**src/rtl/sprite_ram_loader_if.sv**
```systemverilog
// Sprite loader bus: pixel stream in, sprite RAM write port out, plus load control/status.
//   master : host side (drives start, wr_window, s_valid, s_data)
//   slave  : loader side (drives s_ready, we, waddr, wdata, busy, done, err)
interface sprite_ram_loader_if #(
  parameter int unsigned DATA_W    = 8,
  parameter int unsigned SIZE_LOG2 = 6
);
  logic                   start;
  logic                   wr_window;
  logic                   s_valid;
  logic [DATA_W-1:0]      s_data;
  logic                   s_ready;
  logic                   we;
  logic [2*SIZE_LOG2-1:0] waddr;
  logic [DATA_W-1:0]      wdata;
  logic                   busy;
  logic                   done;
  logic                   err;

  modport master (
    output start, wr_window, s_valid, s_data,
    input  s_ready, we, waddr, wdata, busy, done, err
  );

  modport slave (
    input  start, wr_window, s_valid, s_data,
    output s_ready, we, waddr, wdata, busy, done, err
  );
endinterface

```
**src/rtl/sprite_ram_loader.sv**
```systemverilog
// sprite_ram_loader: packs a pixel stream into a 2^SIZE_LOG2 x 2^SIZE_LOG2 sprite RAM in
// row-major order, addressing it as {row, col}. Writes only happen while wr_window is high,
// so the display side never reads a half-updated sprite.
//
// Ports:
//   clk  - system clock, rising edge
//   rst  - synchronous active-high reset
//   bus  - sprite_ram_loader_if.slave: start/wr_window/s_valid/s_data in,
//          s_ready/we/waddr/wdata/busy/done/err out
//
// Build option: define SPRITE_LOAD_CHECKSUM_EN to consume a trailing DATA_W-bit sum word after
// the last pixel and flag a mismatch on err. Without it err is tied 0.
module sprite_ram_loader #(
  parameter int unsigned DATA_W    = 8,
  parameter int unsigned SIZE_LOG2 = 6
) (
  input logic              clk,
  input logic              rst,
  sprite_ram_loader_if.slave bus
);

  typedef enum logic [1:0] {StIdle, StLoad, StCheck, StDone} state_e;

  state_e                 state_q;
  logic [SIZE_LOG2-1:0]   row_q;
  logic [SIZE_LOG2-1:0]   col_q;
  logic                   we_q;
  logic [2*SIZE_LOG2-1:0] waddr_q;
  logic [DATA_W-1:0]      wdata_q;
  logic                   busy_q;
  logic                   done_q;
`ifdef SPRITE_LOAD_CHECKSUM_EN
  logic [DATA_W-1:0]      acc_q;
  logic                   err_q;
`endif

  logic xfer;

  // Ready depends only on state and the window, never on s_valid.
  assign bus.s_ready = ((state_q == StLoad) || (state_q == StCheck)) && bus.wr_window;
  assign xfer        = bus.s_valid && bus.s_ready;

  always_ff @(posedge clk) begin
    if (rst) begin
      state_q <= StIdle;
      row_q   <= '0;
      col_q   <= '0;
      we_q    <= 1'b0;
      waddr_q <= '0;
      wdata_q <= '0;
      busy_q  <= 1'b0;
      done_q  <= 1'b0;
`ifdef SPRITE_LOAD_CHECKSUM_EN
      acc_q   <= '0;
      err_q   <= 1'b0;
`endif
    end else begin
      we_q   <= 1'b0;
      done_q <= 1'b0;
      case (state_q)
        StIdle: begin
          if (bus.start) begin
            state_q <= StLoad;
            busy_q  <= 1'b1;
            row_q   <= '0;
            col_q   <= '0;
`ifdef SPRITE_LOAD_CHECKSUM_EN
            acc_q   <= '0;
            err_q   <= 1'b0;
`endif
          end
        end
        StLoad: begin
          if (xfer) begin
            we_q    <= 1'b1;
            waddr_q <= {row_q, col_q};
            wdata_q <= bus.s_data;
            col_q   <= col_q + 1'b1;
`ifdef SPRITE_LOAD_CHECKSUM_EN
            acc_q   <= acc_q + bus.s_data;
`endif
            if (&col_q) begin
              row_q <= row_q + 1'b1;
              // Last pixel: both counters wrap to 0 here.
              if (&row_q) begin
`ifdef SPRITE_LOAD_CHECKSUM_EN
                state_q <= StCheck;
`else
                state_q <= StDone;
                done_q  <= 1'b1;
`endif
              end
            end
          end
        end
        StCheck: begin
`ifdef SPRITE_LOAD_CHECKSUM_EN
          // Trailer word is compared, never written to RAM.
          if (xfer) begin
            err_q   <= (acc_q != bus.s_data);
            state_q <= StDone;
            done_q  <= 1'b1;
          end
`else
          state_q <= StIdle;
          busy_q  <= 1'b0;
`endif
        end
        StDone: begin
          state_q <= StIdle;
          busy_q  <= 1'b0;
        end
        default: begin
          state_q <= StIdle;
          busy_q  <= 1'b0;
        end
      endcase
    end
  end

  assign bus.we    = we_q;
  assign bus.waddr = waddr_q;
  assign bus.wdata = wdata_q;
  assign bus.busy  = busy_q;
  assign bus.done  = done_q;
`ifdef SPRITE_LOAD_CHECKSUM_EN
  assign bus.err   = err_q;
`else
  assign bus.err   = 1'b0;
`endif

endmodule

```
**src/flat_wrapper.sv**
```systemverilog
// flat-port wrapper written by rule: the top's interface ports become plain ports
module sprite_ram_loader_flat 
#(
  parameter int unsigned DATA_W    = 8,
  parameter int unsigned SIZE_LOG2 = 6
)
  (clk, rst, bus_start, bus_wr_window, bus_s_valid, bus_s_data, bus_s_ready, bus_we, bus_waddr, bus_wdata, bus_busy, bus_done, bus_err);
  sprite_ram_loader_if #(.DATA_W(DATA_W), .SIZE_LOG2(SIZE_LOG2)) bus_i ();
  input logic clk;
  input logic rst;
  input wire logic [$bits(bus_i.start)-1:0] bus_start;
  input wire logic [$bits(bus_i.wr_window)-1:0] bus_wr_window;
  input wire logic [$bits(bus_i.s_valid)-1:0] bus_s_valid;
  input wire logic [$bits(bus_i.s_data)-1:0] bus_s_data;
  output wire logic [$bits(bus_i.s_ready)-1:0] bus_s_ready;
  output wire logic [$bits(bus_i.we)-1:0] bus_we;
  output wire logic [$bits(bus_i.waddr)-1:0] bus_waddr;
  output wire logic [$bits(bus_i.wdata)-1:0] bus_wdata;
  output wire logic [$bits(bus_i.busy)-1:0] bus_busy;
  output wire logic [$bits(bus_i.done)-1:0] bus_done;
  output wire logic [$bits(bus_i.err)-1:0] bus_err;
  assign bus_i.start = bus_start;
  assign bus_i.wr_window = bus_wr_window;
  assign bus_i.s_valid = bus_s_valid;
  assign bus_i.s_data = bus_s_data;
  assign bus_s_ready = bus_i.s_ready;
  assign bus_we = bus_i.we;
  assign bus_waddr = bus_i.waddr;
  assign bus_wdata = bus_i.wdata;
  assign bus_busy = bus_i.busy;
  assign bus_done = bus_i.done;
  assign bus_err = bus_i.err;
  sprite_ram_loader #(.DATA_W(DATA_W), .SIZE_LOG2(SIZE_LOG2)) u_core (.clk(clk), .rst(rst), .bus(bus_i));
endmodule
```
**config.mk**
```make
export PLATFORM = sky130hd
export DESIGN_NAME = sprite_ram_loader_flat
export DESIGN_NICKNAME = d
export VERILOG_FILES = /design/src/rtl/sprite_ram_loader_if.sv /design/src/rtl/sprite_ram_loader.sv /design/src/flat_wrapper.sv
export SDC_FILE = /design/constraint.sdc
export NUM_CORES = 1
export LEC_CHECK = 0
export BUFFER_PORTS_ARGS = -buffer_cell sky130_fd_sc_hd__buf_2
export CORE_MARGIN = 1
export CORE_UTILIZATION = 56
export DETAILED_ROUTE_END_ITERATION = 8
export GPL_TIMING_DRIVEN = 1
export PLACE_DENSITY = 0.94
export SYNTH_ARGS = -nofsm -noshare
export SYNTH_HDL_FRONTEND = slang
export SYNTH_SLANG_ARGS = --single-unit
```
**constraint.sdc**
```tcl
create_clock -name clk -period 3 [get_ports clk]
set_input_delay 0.15 -clock clk [delete_from_list [all_inputs] [get_ports clk]]
set_output_delay 0.15 -clock clk [all_outputs]
set_load 0.03 [all_outputs]
```
==> results of run 1 <==
-- synth_stat cells, types with 2 or more instances --
library cell	count	area, um2
or4b_1	3	30.03
a21oi_1	25	125.1
or3_1	3	18.77
nand3_1	8	40.04
clkbuf_1	8	30.03
inv_1	7	26.28
nand3b_1	2	15.01
dfxtp_1	37	740.7
o31ai_1	3	22.52
mux2i_1	2	20.02
buf_4	2	15.01
nor2_1	4	15.01
o211ai_1	4	30.03
o21ai_0	3	15.01
a31oi_1	3	18.77
nand2_1	50	187.7
ha_1	7	87.58
o21ai_1	2	10.01
nor4_1	2	12.51
nor2b_1	2	12.51
-- cells in the final DEF, fill, tap and decap left out, types with 3 or more instances in the layout --
cell,synthesis,final
a21oi_1,25,25
a31oi_1,3,3
buf_2,1,36
clkbuf_4,0,5
dfxtp_1,37,37
ha_1,7,7
inv_1,7,7
nand2_1,50,50
nand3_1,8,8
nor2_1,4,4
o211ai_1,4,4
o21ai_0,3,3
o31ai_1,3,3
or3_1,3,3
or4b_1,3,3
-- worst reg2reg max path, delay by kind of cell (launching register included) --
family | cells | cell delay, ns
and+or+nand+nor | 2 | 0.80
DFF | 1 | 0.35
adders and majority gates | 1 | 0.38
buffers and inverters | 1 | 0.10
AOI/OAI and AO/OA | 2 | 0.32
-- layer usage --
| layer | track usage (%) | wire length (um) |
|---|---|---|
| met5 | 0 | 0 |
| met4 | 8.929 | 49 |
| met3 | 8.197 | 255 |
| met2 | 39.41 | 1646 |
| met1 | 28.83 | 1406 |
-- metrics by stage --
stage	hold slack [ns]	utilization (%)	std cells	setup WS (ns)	cell area, um2
after floorplan	0.2860	-	192	1.113	1587
after global placement	0.3927	68.91	249	1.089	1769
after detailed placement	0.3992	68.91	249	1.009	1769
after CTS	0.02857	71.20	256	0.9736	1828
after global routing	0.03670	71.20	256	0.8139	1828
final	0.03298	71.20	256	0.9741	1828
-- report_power, final --
part           leakage [nW]  internal, mW  switching, mW
sequential            0.299         0.496        0.00356
combinational         0.390        0.0235         0.0492
clock                0.0303         0.110          0.165
-- layout make-up --
type / count / area, um2
multi-input cells: 137 / 769.5
clock inverters: 1 / 7.507
clock buffers: 6 / 51.30
fillers: 225 / 739.5
repair buffers: 38 / 195.2
inverters: 7 / 26.28
well taps: 30 / 37.54
flip-flops and latches: 37 / 740.7
-- kinds of logic (layout without fill, tap and decap cells) --
family / after synthesis / after routing
AOI/OAI and AO/OA: 45 / 45
adders and majority gates: 7 / 7
buffers and inverters: 18 / 52
DFF: 37 / 37
muxes: 2 / 2
other: 1 / 1
and+or+nand+nor: 82 / 82
-- worst max-delay path by stage --
stage	slack (ns)	startpoint	end	cells past startpoint
floorplan	1.11	u_core.state_q[0]	u_core.col_q[3]	7
detailed placement	1.01	u_core.state_q[1]	u_core.col_q[3]	6
global placement	1.09	u_core.state_q[1]	u_core.col_q[3]	6
CTS	0.97	u_core.state_q[1]	u_core.col_q[3]	6
finish	0.97	u_core.state_q[1]	u_core.col_q[4]	6
global route	0.81	u_core.state_q[1]	u_core.col_q[3]	6
-- flip-flops by register name, indices dropped and copies added, names as in the netlist --
register / count
u_core.bus.busy: 1
u_core.bus.wdata: 8
u_core.row_q: 6
u_core.bus.waddr: 12
u_core.col_q: 6
u_core.state_q: 2
u_core.bus.done: 1
u_core.bus.we: 1
==> run_results.csv, run 1 <==
group,metric,value,unit
sta,setup-violations-final,0,
synthesis,synth_xor_xnor_area_share,0,%
setup_path,path_buf_inv,1,
setup_path,reg2reg_slack,0.97,ns
drt,drt-total-wl,3357,um
sta,tightest_slew,0.5718,ns
global_routing,grt_pass1_vias,1350,
synthesis,avgSynthCellArea,8.263,um2
run,cap_violations,0,
synthesis,yosysSeqAreaShare,46.69,%
placed_design,portBuffers,36,
global_routing,grt_usage,23.95,%
drt,wl_per_cell,13.11,um
setup_path,crit_type,"reg -> reg",
synthesis,ys_ff_latch,37,
drt,firstDrtPassIters,4,
drt,vias,1469,
synthesis,synthMuxAreaShare,1.262,%
pwr,p_leak,0.7188,nW
synthesis,synthAdderAreaFrac,5.521,%
floorplan,io-pin-count,38,
cts,cts_sinks,37,
cts,root_buffer,"clkbuf_4",
setup_path,regToRegEndpoint,"u_core.col_q[4]",
sta,setup_tns,0,ns
floorplan,dieWidth,55.23,um
sta,finalMaxSlewViolations,0,
synthesis,synth.net_count,212,
synthesis,synth-simple-area-share,24.76,%
floorplan,coreArea,2567,um2
synthesis,synth-async-reset-ratio,0,%
synthesis,synth_flop_cell,"dfxtp_1",
synthesis,synth_area,1587,um2
setup_path,endpoint_kind,"register",
setup_path,worstPathMaxFanout,12,
synthesis,synthCells,192,
synthesis,synth_top_family_by_area,"simple AND/OR/NAND/NOR gates",
placed_design,gp_congestion,0.8239,
setup_path,required,3.27,ns
pwr,power.total,846.6,uW
finish,drive_above_1_share,20.80,%
finish,fin_nets,246,
floorplan,die_area,3050,um2
global_routing,gr-total-overflow,0,
synthesis,synth-compound-area-share,16.72,%
pwr,max-vdd-ir-drop,0.4735,mV
drt,drtIter0Drc,74,
sta,min_period,2.026,ns
setup_path,slowest_stage,"or4b_1",
global_routing,antenna_found_initial,0,
worst_hold_path,min_path_type,"in -> reg",
setup_path,cp_top_family,"simple AND/OR/NAND/NOR gates",
sta,timing.max_slew.rel_slack,61.88,%
sta,skew,0.008542,ns
drt,drtAntennaViolNets,0,
synthesis,ys_warn_count,0,
placed_design,hpwlAfterDp,2374,um
worst_hold_path,hold_end,"u_core.bus.wdata[2]",
cts,hold_buffers,0,
setup_path,worstPathCellList,"inv_1 > ha_1 > and4_1 > o21ai_2 > or4b_1 > a31oi_1",
drt,post-route-drc-count,0,
sta,hold_viol_final,0,
cts,post_cts_buffers,0,
setup_path,rr_startpoint,"u_core.state_q[1]",
synthesis,yosys.cell_types.count,35,
cts,cts_tree,"done",
setup_path,slowest_delay,0.48,ns
setup_path,start_kind,"register",
finish,n_antenna_cell,0,
drt,vias_per_cell,5.738,
outcome,status,"complete, no violations",
worst_hold_path,holdPathStages,3,
sta,rsz0062_at_grt,"false",
cts,post_cts_resized,0,
setup_path,cp.arrival,2.30,ns
global_routing,grt_pass1_wl,5851,um
worst_hold_path,hold_path_startpoint,"bus_s_data[2]",
sta,fmax,493.6,MHz
sta,period_share,67.53,%
setup_path,r2r_cells,6,
cts,clk_latency,0.35,ns
pwr,powerDensity,463.1,nW/um2
finish,syn_to_final_growth,15.22,%
floorplan,rows,18,
cts,cts_made_buffers,5,
cts,clk_path_buf_depth,2,
floorplan,start_util,61.79,%
floorplan,die_h,55.23,um
cts,path_clk_slew,0.11,ns
synthesis,synth_edf_count,0,
global_routing,grt_max_degree,34,
cts,htreeDepth,2,
Power figures use the tool's default switching activity.
==> run 2, diff against run 1 <==
--- a/config.mk
+++ b/config.mk
@@ -7,10 +7,10 @@
 export LEC_CHECK = 0
 export BUFFER_PORTS_ARGS = -buffer_cell sky130_fd_sc_hd__buf_2
 export CORE_MARGIN = 1
-export CORE_UTILIZATION = 56
+export CORE_UTILIZATION = 47
 export DETAILED_ROUTE_END_ITERATION = 8
 export GPL_TIMING_DRIVEN = 1
-export PLACE_DENSITY = 0.94
+export PLACE_DENSITY = 0.85
 export SYNTH_ARGS = -nofsm -noshare
 export SYNTH_HDL_FRONTEND = slang
 export SYNTH_SLANG_ARGS = --single-unit
==> constraint.sdc (replaced) <==
create_clock -name clk -period 1.7 [get_ports clk]
set_input_delay 0.085 -clock clk [delete_from_list [all_inputs] [get_ports clk]]
set_output_delay 0.085 -clock clk [all_outputs]
set_load 0.03 [all_outputs]
==> run 2 against run 1 <==
Compared with the run above: the flow now finishes with violations (setup timing); cell count up 16%; die area up 18%; clock skew down 0.0023 ns; via count up 3.6%; wire length up 11%; sequential share of layout area down 5.5 points; critical path depth unchanged; worst hold slack better by 0.045 ns; maximum frequency up 18%; clock power up 75%; combinational power rose to 2.7 times the previous value; largest power group unchanged.
==> run_results.csv, run 2 (same netlist as run 1, synthesis figures left out) <==
group,metric,value,unit
finish,n_antenna_cell,0,
sta,fmax,584.7,MHz
drt,vias_per_cell,5.125,
cts,clk_latency,0.35,ns
global_routing,gr-total-overflow,0,
drt,firstDrtPassIters,4,
sta,skew,0.006217,ns
setup_path,r2r_cells,6,
finish,regArea,745.7,um2
floorplan,die_h,60.10,um
global_routing,grt_max_degree,23,
setup_path,regToRegEndpoint,"u_core.row_q[4]",
cts,path_clk_slew,0.11,ns
pwr,p_int,1.156,mW
cts,cts_sinks,37,
worst_hold_path,hold_end,"u_core.col_q[0]",
cts,cts_tree,"done",
sta,finalMaxSlewViolations,0,
setup_path,crit_start,"u_core.state_q[1]",
floorplan,dieWidth,60.10,um
sta,rsz0062_at_grt,"true",
drt,drt-total-wl,3711,um
pwr,power_frac_seq,56.6,%
setup_path,worstPathMaxFanout,3,
drt,wl_per_cell,12.49,um
sta,min_period,1.710,ns
cts,cts_made_buffers,5,
pwr,p_leak,0.8575,nW
finish,final_common_cell,"nand2_1",
finish,fill_cells,243,
placed_design,gp_congestion,0.8552,
floorplan,start_util,50.72,%
sta,period_share,100.6,%
setup_path,rr_startpoint,"u_core.state_q[1]",
pwr,switchingPower,397.4,uW
worst_hold_path,min_path_type,"in -> reg",
sta,setup-violations-final,2,
finish,multi_input_area,825.8,um2
global_routing,antenna_found_initial,0,
floorplan,coreArea,3128,um2
pwr,powerDensity,729.2,nW/um2
placed_design,hpwlAfterDp,2453,um
finish,fin_cells,297,
cts,clk_path_buf_depth,2,
finish,final_cell_mix,"nand2_1 (50), buf_2 (36), dfxtp_1 (35)",
drt,post-route-drc-count,0,
setup_path,crit_type,"reg -> reg",
worst_hold_path,hold_path_startpoint,"rst",
drt,vias,1522,
setup_path,cp.arrival,1.95,ns
sta,hold_viol_final,0,
drt,drtIter0Drc,90,
sta,fin_ws,-0.01032,ns
worst_hold_path,holdPathStages,2,
floorplan,die_area,3612,um2
outcome,status,"finished with violations",
setup_path,reg2reg_slack,-0.01,ns
global_routing,grt_pass1_vias,1258,
setup_path,required,1.94,ns
setup_path,endpoint_kind,"register",
placed_design,dp_slack,-0.02734,ns
finish,largest_reg_flops,12,
finish,fin_nets,273,
drt,drtAntennaViolNets,0,
outcome,violations,"setup timing",
pwr,p_comb_share,12.5,%
pwr,switching_share,25.57,%
finish,syn_to_final_growth,34.31,%
cts,root_buffer,"clkbuf_4",
floorplan,io-pin-count,38,
cts,htreeDepth,2,
pwr,clockPowerShare,30.9,%
global_routing,grt_pass1_wl,5492,um
placed_design,place_inst,279,
global_routing,grt_usage,21.36,%
placed_design,portBuffers,36,
finish,drive_above_1_share,30.04,%
pwr,max-vdd-ir-drop,0.4759,mV
run,cap_violations,0,
setup_path,start_kind,"register",
sta,hold_ws,0.07782,ns
floorplan,rows,20,
## run 2: worst max path at each step
stage | slack, ns | to | cells after the start
final | -0.01 | u_core.row_q[4] | 6
after global routing | -0.07 | u_core.col_q[3] | 6
after CTS | 0.004 | u_core.col_q[4] | 6
after detailed placement | -0.03 | u_core.col_q[4] | 6
after global placement | 0.03 | u_core.col_q[4] | 6
after floorplan | -0.02 | u_core.col_q[3] | 7
## run 2: routing by layer
| metal | GRT usage (%) | wire (um) |
|---|---|---|
| met1 | 25.53 | 1746 |
| met2 | 32.34 | 1757 |
| met3 | 8.658 | 169 |
| met4 | 11.63 | 38 |
| met5 | 0 | 0 |
## run 2: stage by stage
| stage | util (%) | total power [mW] | TNS [ns] | area, um2 |
|---|---|---|---|---|
| finish | 68.12 | 1.554 | -0.01568 | 2131 |
| detailed placement | 62.56 | 1.073 | -0.03339 | 1957 |
| global placement | 62.56 | 1.069 | 0 | 1957 |
| CTS | 67.12 | 1.570 | 0 | 2100 |
| floorplan | - | 1.011 | -0.03334 | 1647 |
| global route | 68.12 | 1.633 | -0.2368 | 2131 |
## run 2: timing repair
action / 4_1_cts / 5_1_grt
hold buffers: 8 / 0
resized for setup: 3 / 2
buffers inserted: 0 / 3
hold endpoints to repair: 8 / 0
pin swaps: 1 / 2
setup endpoints to repair: 2 / 6
## run 2: final cells by class
| type | instances | area share [%] |
|---|---|---|
| sequential | 37 | 35.00 |
| multi-input combinational | 137 | 38.76 |
| inverter | 7 | 1.351 |
| clock inverter | 1 | 0.2936 |
| tap | 44 | 2.584 |
| timing repair buffer | 65 | 19.61 |
| clock buffer | 6 | 2.408 |
## run 2: power by group through the flow
stage | Combinational (mW) | Sequential, mW | Clock (mW)
detailed placement | 0.173 | 0.899 | 0
global placement | 0.170 | 0.899 | 0
floorplan | 0.0976 | 0.914 | 0
finish | 0.194 | 0.879 | 0.481
CTS | 0.191 | 0.879 | 0.499
global route | 0.210 | 0.881 | 0.543
## run 2: critical path, cell delays in order, from the launching register on
cell      delay, ns
dfxtp_2        0.37
inv_4          0.05
ha_4           0.28
nand4_4        0.12
or4b_4         0.51
o211ai_1       0.19
o31ai_1        0.09
==> run 3, diff against run 2 <==
--- a/config.mk
+++ b/config.mk
@@ -5,7 +5,7 @@
 export SDC_FILE = /design/constraint.sdc
 export NUM_CORES = 1
 export LEC_CHECK = 0
-export BUFFER_PORTS_ARGS = -buffer_cell sky130_fd_sc_hd__buf_2
+export BUFFER_PORTS_ARGS = -buffer_cell sky130_fd_sc_hd__clkbuf_2
 export CORE_MARGIN = 1
 export CORE_UTILIZATION = 47
 export DETAILED_ROUTE_END_ITERATION = 8
==> run 3 against run 2 <==
Compared with the run above: clock power grew 61%; critical path type unchanged; maximum frequency rose by 0.92%; global-route usage up 1.4 points; largest cell class unchanged; design area is 2.7% higher; the run now ends clean; power is 19% higher; clock-buffer cell count down 1; via count grew 1.1%; sequential power is essentially flat; wire length grew 1.4%; sequential share of layout area is 0.92 points lower.
==> run_results.csv, run 3 (same netlist as run 1, synthesis figures left out) <==
group,metric,value,unit
outcome,status,"complete, no violations",
floorplan,coreArea,3128,um2
setup_path,rr_startpoint,"u_core.state_q[1]",
finish,fin_nets,274,
finish,syn_to_final_growth,37.93,%
sta,setup_tns,0,ns
drt,post-route-drc-count,0,
setup_path,regToRegEndpoint,"u_core.row_q[4]",
placed_design,place_inst,280,
worst_hold_path,holdPathStages,3,
setup_path,worstPathMaxFanout,3,
pwr,powerDensity,845.1,nW/um2
pwr,max-vdd-ir-drop,0.6575,mV
drt,vias_per_cell,5.144,
finish,drive_above_1_share,30.20,%
sta,hold_viol_final,0,
floorplan,rows,20,
setup_path,required,1.94,ns
finish,fin_area,2188,um2
setup_path,reg2reg_slack,0.005,ns
pwr,power.total,1.849,mW
sta,min_period,1.695,ns
floorplan,dieWidth,60.10,um
global_routing,gr-total-overflow,0,
cts,cts_sinks,37,
drt,dr_wl_met3,200,um
placed_design,portBuffers,36,
worst_hold_path,hold_path_startpoint,"bus_wr_window",
global_routing,grt_pass1_vias,1371,
finish,largest_reg_flops,12,
drt,wl_met2,1846,um
drt,highest_layer,"met4",
sta,fmax,590.1,MHz
setup_path,worstPathCellList,"inv_4 > ha_4 > nand4_4 > or4b_4 > o211ai_1 > o31ai_1",
sta,finalMaxSlewViolations,0,
cts,cts_made_buffers,5,
global_routing,antenna_found_initial,0,
drt,drt-total-wl,3763,um
drt,vias,1538,
cts,root_buffer,"clkbuf_4",
global_routing,grt_pass1_wl,5982,um
setup_path,slowest_delay,0.50,ns
setup_path,slowest_stage,"or4b_4",
finish,n_antenna_cell,0,
sta,skew,0.01451,ns
drt,drtIter0Drc,90,
finish,final_common_cell,"nand2_1",
finish,fin_cells,299,
cts,path_clk_slew,0.11,ns
worst_hold_path,min_path_type,"in -> reg",
cts,clk_path_buf_depth,2,
floorplan,io-pin-count,38,
global_routing,grt_max_degree,26,
cts,htreeDepth,2,
drt,drtAntennaViolNets,0,
drt,firstDrtPassIters,4,
placed_design,dpl_cell_area,1964,um2
run,cap_violations,0,
sta,rsz0062_at_grt,"true",
setup_path,cp.arrival,1.93,ns
sta,setup-violations-final,0,
pwr,p_leak,0.8682,nW
worst_hold_path,hold_end,"u_core.bus.we",
floorplan,die_h,60.10,um
drt,wl_per_cell,12.59,um
floorplan,start_util,50.72,%
finish,final_cell_mix,"nand2_1 (50), clkbuf_2 (36), dfxtp_1 (35)",
cts,clk_latency,0.36,ns
setup_path,crit_type,"reg -> reg",
setup_path,r2r_cells,6,
global_routing,grt_usage,22.79,%
cts,cts_tree,"done",
placed_design,gp_congestion,0.8179,
drt,wl_met1,1654,um
setup_path,endpoint_kind,"register",
sta,period_share,99.69,%
finish,fill_cells,234,
placed_design,hpwlAfterDp,2543,um
setup_path,start_kind,"register",
floorplan,die_area,3612,um2
[run 3: critical path, delay by kind of cell, from the launching register on]
kind                     cells  cell delay [ns]
buffers and inverters        1             0.05
AND/OR/NAND/NOR              2             0.61
flip-flops                   1             0.37
AO/OA/AOI/OAI                2             0.27
adder cells (fa/ha/maj)      1             0.28
[run 3: power breakdown]
group / total (mW) / leakage [nW] / switching (mW) / internal, mW
clock network: 0.775 / 0.0558 / 0.313 / 0.463
logic: 0.195 / 0.513 / 0.108 / 0.0869
registers: 0.879 / 0.300 / 0.00410 / 0.875
total: 1.85 / 0.868 / 0.424 / 1.43
[run 3: area by class of cell]
class / instances / area, um2 / area share [%]
well taps: 44 / 55.05 / 2.516
flip-flops and latches: 37 / 745.7 / 34.08
repair buffers: 66 / 427.9 / 19.55
clock inverters: 3 / 68.82 / 3.145
multi-input cells: 137 / 824.5 / 37.68
inverters: 7 / 28.78 / 1.315
clock buffers: 5 / 37.54 / 1.715
[run 3: stage by stage]
step                hold WS (ns)  setup WS (ns)  util (%)
floorplan                 0.2210       -0.01667         -
global placement          0.3084        0.02766     62.80
detailed placement        0.3142      -0.009863     62.80
CTS                     0.003574       0.002770     68.84
global route             0.04982       -0.06978     69.96
finish                   0.05821       0.005263     69.96
[run 3: how the worst max path moves through the flow]
| stage | start | endpoint | slack (ns) |
|---|---|---|---|
| finish | u_core.state_q[1] | u_core.row_q[4] | 0.005 |
| global route | u_core.state_q[1] | u_core.row_q[2] | -0.07 |
| CTS | u_core.state_q[0] | u_core.col_q[4] | 0.003 |
| detailed placement | u_core.state_q[1] | u_core.col_q[4] | -0.01 |
| global placement | u_core.state_q[1] | u_core.col_q[3] | 0.03 |
| floorplan | u_core.state_q[0] | u_core.col_q[3] | -0.02 |
[run 3: what timing repair did]
item	CTS	global route
pin swaps	0	0
gates resized for setup	2	3
hold buffers	8	1
endpoints found under the setup margin	2	7
cloned	0	0
hold endpoints to repair	8	1
setup buffers	0	2
[run 3: metal layers]
metal  GRT usage (%)  vias up
met3           6.494        5
met2           37.52       49
met5               0        -
li1                -      784
met1           27.36      700
met4           9.967        0
